<file path="config.mk">
export PLATFORM = sky130hd
export DESIGN_NAME = prbs_variable
export DESIGN_NICKNAME = d
export VERILOG_FILES = /design/src/rtl/prbs_variable_pkg.sv /design/src/rtl/prbs_variable.sv
export SDC_FILE = /design/constraint.sdc
export NUM_CORES = 1
export LEC_CHECK = 0
export CORE_UTILIZATION = 43
export CTS_BUF_LIST = sky130_fd_sc_hd__clkbuf_4
export CTS_CLUSTER_DIAMETER = 120
export DETAILED_ROUTE_END_ITERATION = 12
export PLACE_DENSITY_LB_ADDON = 0.08
export REMOVE_ABC_BUFFERS = 1
export SLEW_MARGIN = 20
export SYNTH_ARGS = -nofsm -noshare
export SYNTH_HDL_FRONTEND = slang
export SYNTH_SLANG_ARGS = --single-unit
</file>
<file path="constraint.sdc">
create_clock -name Clk -period 1.1 [get_ports Clk]
set_clock_uncertainty 0.2 [all_clocks]
set_input_delay 0.165 -clock Clk [delete_from_list [all_inputs] [get_ports Clk]]
set_output_delay 0.165 -clock Clk [all_outputs]
set_load 0.05 [all_outputs]
</file>
<file path="src/rtl/prbs_variable_pkg.sv">
// prbs_variable_pkg: length encodings, lengths and feedback tap positions for prbs_variable
package prbs_variable_pkg;
  typedef enum logic [1:0] {
    LEN_30  = 2'b00,
    LEN_25  = 2'b01,
    LEN_RSV = 2'b10,
    LEN_20  = 2'b11
  } len_e;
  localparam int L30 = 30;
  localparam int L25 = 25;
  localparam int L20 = 20;
  localparam int T30_A = 29;
  localparam int T30_B = 5;
  localparam int T30_C = 3;
  localparam int T30_D = 0;
  localparam int T25_A = 24;
  localparam int T25_B = 21;
  localparam int T20_A = 19;
  localparam int T20_B = 16;
  // Reserved encoding aliases the full 30-stage register.
  function automatic int len_of(len_e sel);
    return sel == LEN_25 ? L25 : sel == LEN_20 ? L20 : L30;
  endfunction
endpackage

</file>
<file path="src/rtl/prbs_variable.sv">
// prbs_variable: Fibonacci LFSR PRBS generator with selectable 30/25/20-stage length
module prbs_variable
  import prbs_variable_pkg::*;
(
  input  logic        Clk,
  input  logic        Reset,
  input  logic [0:29] Semilla,
  input  logic [0:1]  Longitud,
  output logic        Salida
);
  len_e        sel;
  logic [0:29] sr;
  logic [0:29] seed;
  logic [0:29] sr_next;
  logic [4:0]  out_idx;
  logic        fb;
  logic        zero;
  assign sel = len_e'(Longitud);
  assign out_idx = 5'(len_of(sel) - 1);
  always_comb begin
    fb = sel == LEN_25 ? sr[T25_A] ^ sr[T25_B] :
         sel == LEN_20 ? sr[T20_A] ^ sr[T20_B] :
         sr[T30_A] ^ sr[T30_B] ^ sr[T30_C] ^ sr[T30_D];
    zero = sel == LEN_25 ? ~|Semilla[0:24] :
           sel == LEN_20 ? ~|Semilla[0:19] :
           ~|Semilla;
    seed = {Semilla[0] | zero, Semilla[1:29]};
    sr_next = {fb, sr[0:28]};
  end
  // Salida is registered from the value sr takes at this edge, so it always equals sr[L-1].
  always_ff @(posedge Clk) begin
    if (!Reset) begin
      sr <= seed;
      Salida <= seed[out_idx];
    end else begin
      sr <= sr_next;
      Salida <= sr_next[out_idx];
    end
  end
endmodule

</file>
# Yosys cells after proc, flatten, opt, wreduce, memory -nomap -nowiden
# Cells that the tools add are included.
# op_classes
addsub	1
n_lt_le_gt_ge	1
n_eq_ne	2
n_mux	14
bitwise	7
reduce_logical	6
# ops
op	n
two-way mux 30 bit	1
OR reduction 30 bit	1
OR reduction 25 bit	1
OR reduction 20 bit	1
binary-select mux 1 bit (select 5 bit)	2
two-way mux 1 bit	9
two-way mux 4 bit	2
>= comparator 6 bit (second input constant)	1
inverter 5 -> 6 bit	1
subtractor 5 x 1 -> 5 bit (second input constant)	1
bitwise XOR 1 bit	5
logical NOT 1 bit	3
equality test 2 x 1 -> 1 bit (second input constant)	1
equality test 2 bit (second input constant)	1
OR 1 bit	1
# word_totals
regBits	31
in_bits	34
output_inout_bits	1
elab_cells	33

# Depth between registers and ports, before layout
# depth
word_depth	9
depth_mapped	5
mapped_depth_nobuf	5

# Worst setup path after synthesis
# OpenSTA, ideal clock, no wires.
# synth_timing
path_kind	input -> register
startpoint	in Semilla[9] (netlist name)
endpoint	reg sr[0] (netlist name)
setup_ns	0.075
t_arrival_ns	0.866
required_ns	0.825
slack_ns	-0.041
path_stages	5
n_path_buf	0
path_cell_list	nor4_1 -> nand4_1 -> nor4_2 -> o21ai_1 -> a22oi_2
# synth_via
elab_chain_len	6
elab_cells_between_ends	10
classes_between	mux (3); bitwise (1); reduce/logical (6)
# synth_rtl
item	line_no	text
start: declaration	prbs_variable.sv:7	input logic [0:29] Semilla,
OR reduction 30 bit or OR reduction 20 bit (tied branches)	prbs_variable.sv:26, prbs_variable.sv:25	
logical NOT 1 bit (on tied branches)	prbs_variable.sv:26, prbs_variable.sv:25	
two-way mux 1 bit	prbs_variable.sv:25	sel == LEN_20 ? ~|Semilla[0:19] :
two-way mux 1 bit *	prbs_variable.sv:24	zero = sel == LEN_25 ? ~|Semilla[0:24] :
OR 1 bit *	prbs_variable.sv:27	seed = {Semilla[0] | zero, Semilla[1:29]};
two-way mux 30 bit *	prbs_variable.sv:32	if (!Reset) begin
end signal: assignment	prbs_variable.sv:36	sr <= sr_next;
end: declaration	prbs_variable.sv:12	logic [0:29] sr;
# Every way passes the cells marked *; elsewhere a longest branch is shown, timed or not.

# Worst setup path after layout
# layout_timing
startpoint	reg sr[21] (netlist name)
endpoint	reg sr[0] (netlist name)
# layout_via
elab_chain_len	3
# layout_rtl
item	line_no	text
bitwise XOR 1 bit	prbs_variable.sv:21	fb = sel == LEN_25 ? sr[T25_A] ^ sr[T25_B] :
two-way mux 1 bit	prbs_variable.sv:21	
two-way mux 30 bit	prbs_variable.sv:32	
# No other way between the ends.

==> results.md <==
- Status: complete, but fails checks
- Violated checks: negative hold slack, negative setup slack
- Fin crit period: 1211 ps
- Die area: 2906 µm²
- Initial DRT Pass Iterations: 4
- Drt drc: 0
- Critical path cell sequence: xor2_1, nand2_1, o211ai_1, o21ai_1, a22oi_2
- Non-filler instance count after layout: 170
- Worst EP required: 1150 ps
- Worst slew pin tran: 282.2 ps
- Seq cells post-synth: 31
- Peak VDD IR: 1018 µV
- IO Pins: 35
- Max Buffers Root-to-Sink: 2
- Slowest-stage cell, CP: dfxtp_2
- Worst hold-check path type: in -> reg
- GRT Total Usage: 0.1806
- PwrDens: 1367 nW/µm²
- Starting Density: 0.4593
- Crit-path max FO: 2
- Mapped Area: 1159 µm²
- Worst R2R Setup Slack: -110 ps
- Syn Inst Count: 91
- WS Path Type: reg -> reg
- Clock Sinks: 31
- Max-cap violation count: 0
- Max Freq: 825.7 MHz
- CP endpoint kind: flip-flop
- Nets: 173
- CP max stage delay: 340 ps
- Worst slack, placed: -646.4 ps
- HPWL after detailed placement: 1694 µm
- Max Slew Vio Count: 0
- Rows: 18
- Power Total: 2.323 mW
- Post-route antenna net violation count: 0
- Core area: 2522 µm²
- Largest net degree at the start of global routing: 16
- Final hold violation count: 4
- Reg2reg end: sr[0]$_DFF_P_
- Total CTS buffers: 5
- Tcrit/Tclk final: 1.101
- Leakage Power: 0.7047 nW
- Sequential fraction of the synthesis area: 0.5356
- CP startpoint kind: flip-flop
- Worst hold stages: 2
- Worst-path clk slew: 90 ps
- Total Wirelength: 2286 µm
- Unrepaired setup endpoints after global routing: yes
- Total congestion overflow: 0
- Chip height: 53.91 µm
- Syn avg cell area: 12.73 µm²
- First-pass GRT wire length: 3456 µm
- Htree depth: 2
- Slew HR: 0.8103
- Initial antenna violation count: 0
- 1st-iter DRT viols: 18
- Vias in the first global route: 807
- Worst EP arrival: 1260 ps
- IO buf count: 34
- Setup TNS: -206.3 ps
- Vias/cell: 5.006
- R2R Path Start: sr[21]$_DFF_P_
- Reg2Reg Depth: 5
- Antenna Cells: 0
- Final setup viols: 3
- Synth-to-layout area growth: 46.65%
- Yosys warning count: 0
- Share of cells above drive strength 1: 0.2286
- Worst-Skew Late Latency: 320 ps
- Synth cell types: 20
- Vias after detailed routing: 851
- Setup crit start: sr[21]$_DFF_P_
- End of the critical path: sr[0]$_DFF_P_
- Placed insts: 160
- Worst Slack Setup Final: -111.2 ps
- WHS: -95.73 ps
- CTS root buffer: clkbuf_4
- CTS tree: done
- Die width: 53.91 µm
- Avg WL per Cell: 13.45 µm
- Global placement routability congestion: 0.7446
[layer usage]
layer  wire [µm]  GRT usage  up-vias
met4          48     0.1184        0
met1        1048     0.2215      386
met5           0          0        -
met3         156    0.05932        8
met2        1032     0.2675       28
li1            -          -      429
[logic make-up after synthesis]
kind of cell           Yosys count  synth area share
AND/OR/NAND/NOR                 15           0.07884
multiplexers                    30            0.2905
flip-flops                      31            0.5356
buffers and inverters            4           0.02267
AO/OA/AOI/OAI                    6           0.03456
XOR/XNOR                         5           0.03780
[power by group]
part / switching (mW) / internal [mW]
clock: 0.357 / 0.261
combinational: 0.154 / 0.254
sequential: 0.0457 / 1.25
[cells in the mapped netlist (all sizes together)]
cell type,number,area share
nand4b,1,0.0076
o211ai,1,0.0065
and4,1,0.0076
xor2,2,0.015
nor3,1,0.0043
inv,1,0.0032
mux2i,1,0.0086
o21ai,2,0.0086
nand4,1,0.0054
buf,3,0.019
nand2,2,0.0065
a22oi,1,0.011
nor2,3,0.0097
mux2,29,0.28
nor4,6,0.038
a21oi,2,0.0086
dfxtp,31,0.54
xnor2,3,0.023
[cell type report]
type	instances	area, µm²
flip-flops and latches	31	626.9
fillers	211	823.3
clock inverters	2	7.507
multi-input cells	56	553.0
repair buffers	44	425.4
well taps	30	37.54
clock buffers	6	45.04
inverters	1	3.754
[critical path: cells and delay by family, from the launching register on]
kind | cells | cell delay, ps
xor+xnor | 1 | 160
flops | 1 | 340
simple gates | 1 | 70
compound gates | 3 | 360
[cell usage in the layout (no fill, tap or decap), drive strengths merged]
master,instances
dfxtp,31
mux2,29
dlygate4sd2,16
buf,10
clkdlybuf4s50,9
clkbuf,7
clkdlybuf4s15,6
nor4,6
xnor2,3
nor2,3
xor2,2
nand2,2
o21ai,2
a21oi,2
clkinv,2
inv,1
o211ai,1
nor3,1
and4,1
nand4b,1
nand4,1
a22oi,1
mux2i,1
dlygate4sd3,1
dlymetal6s2s,1
[state kept, by name (all words and copies together) (netlist names)]
signal  flops
sr         30
Salida      1
[how the worst min path moves through the flow]
stage,startpoint,endpoint
2_1_floorplan,Longitud[1],Salida$_DFF_P_
3_3_place_gp,sr[11]$_DFF_P_,sr[12]$_DFF_P_
3_5_place_dp,sr[10]$_DFF_P_,sr[11]$_DFF_P_
4_1_cts,Semilla[13],sr[13]$_DFF_P_
5_1_grt,Semilla[21],sr[21]$_DFF_P_
6_report,Semilla[21],sr[21]$_DFF_P_
[metrics by stage]
step,hold slack (ps),cell area (µm²),util
after floorplan,55.32,1136,-
after global placement,219.9,1597,0.6329
after detailed placement,229.9,1597,0.6329
after CTS,-20.47,1668,0.6612
after global routing,-79.84,1699,0.6736
final,-95.73,1699,0.6736
[repair_timing]
action / 4_1_cts / 5_1_grt
setup buffers: 0 / 1
cloned: 0 / 0
pin swaps: 12 / 11
resized for setup: 38 / 9
endpoints found under the hold margin: 4 / 5
endpoints found under the setup margin: 32 / 3
Note: power is estimated with default switching activity, not from simulation.
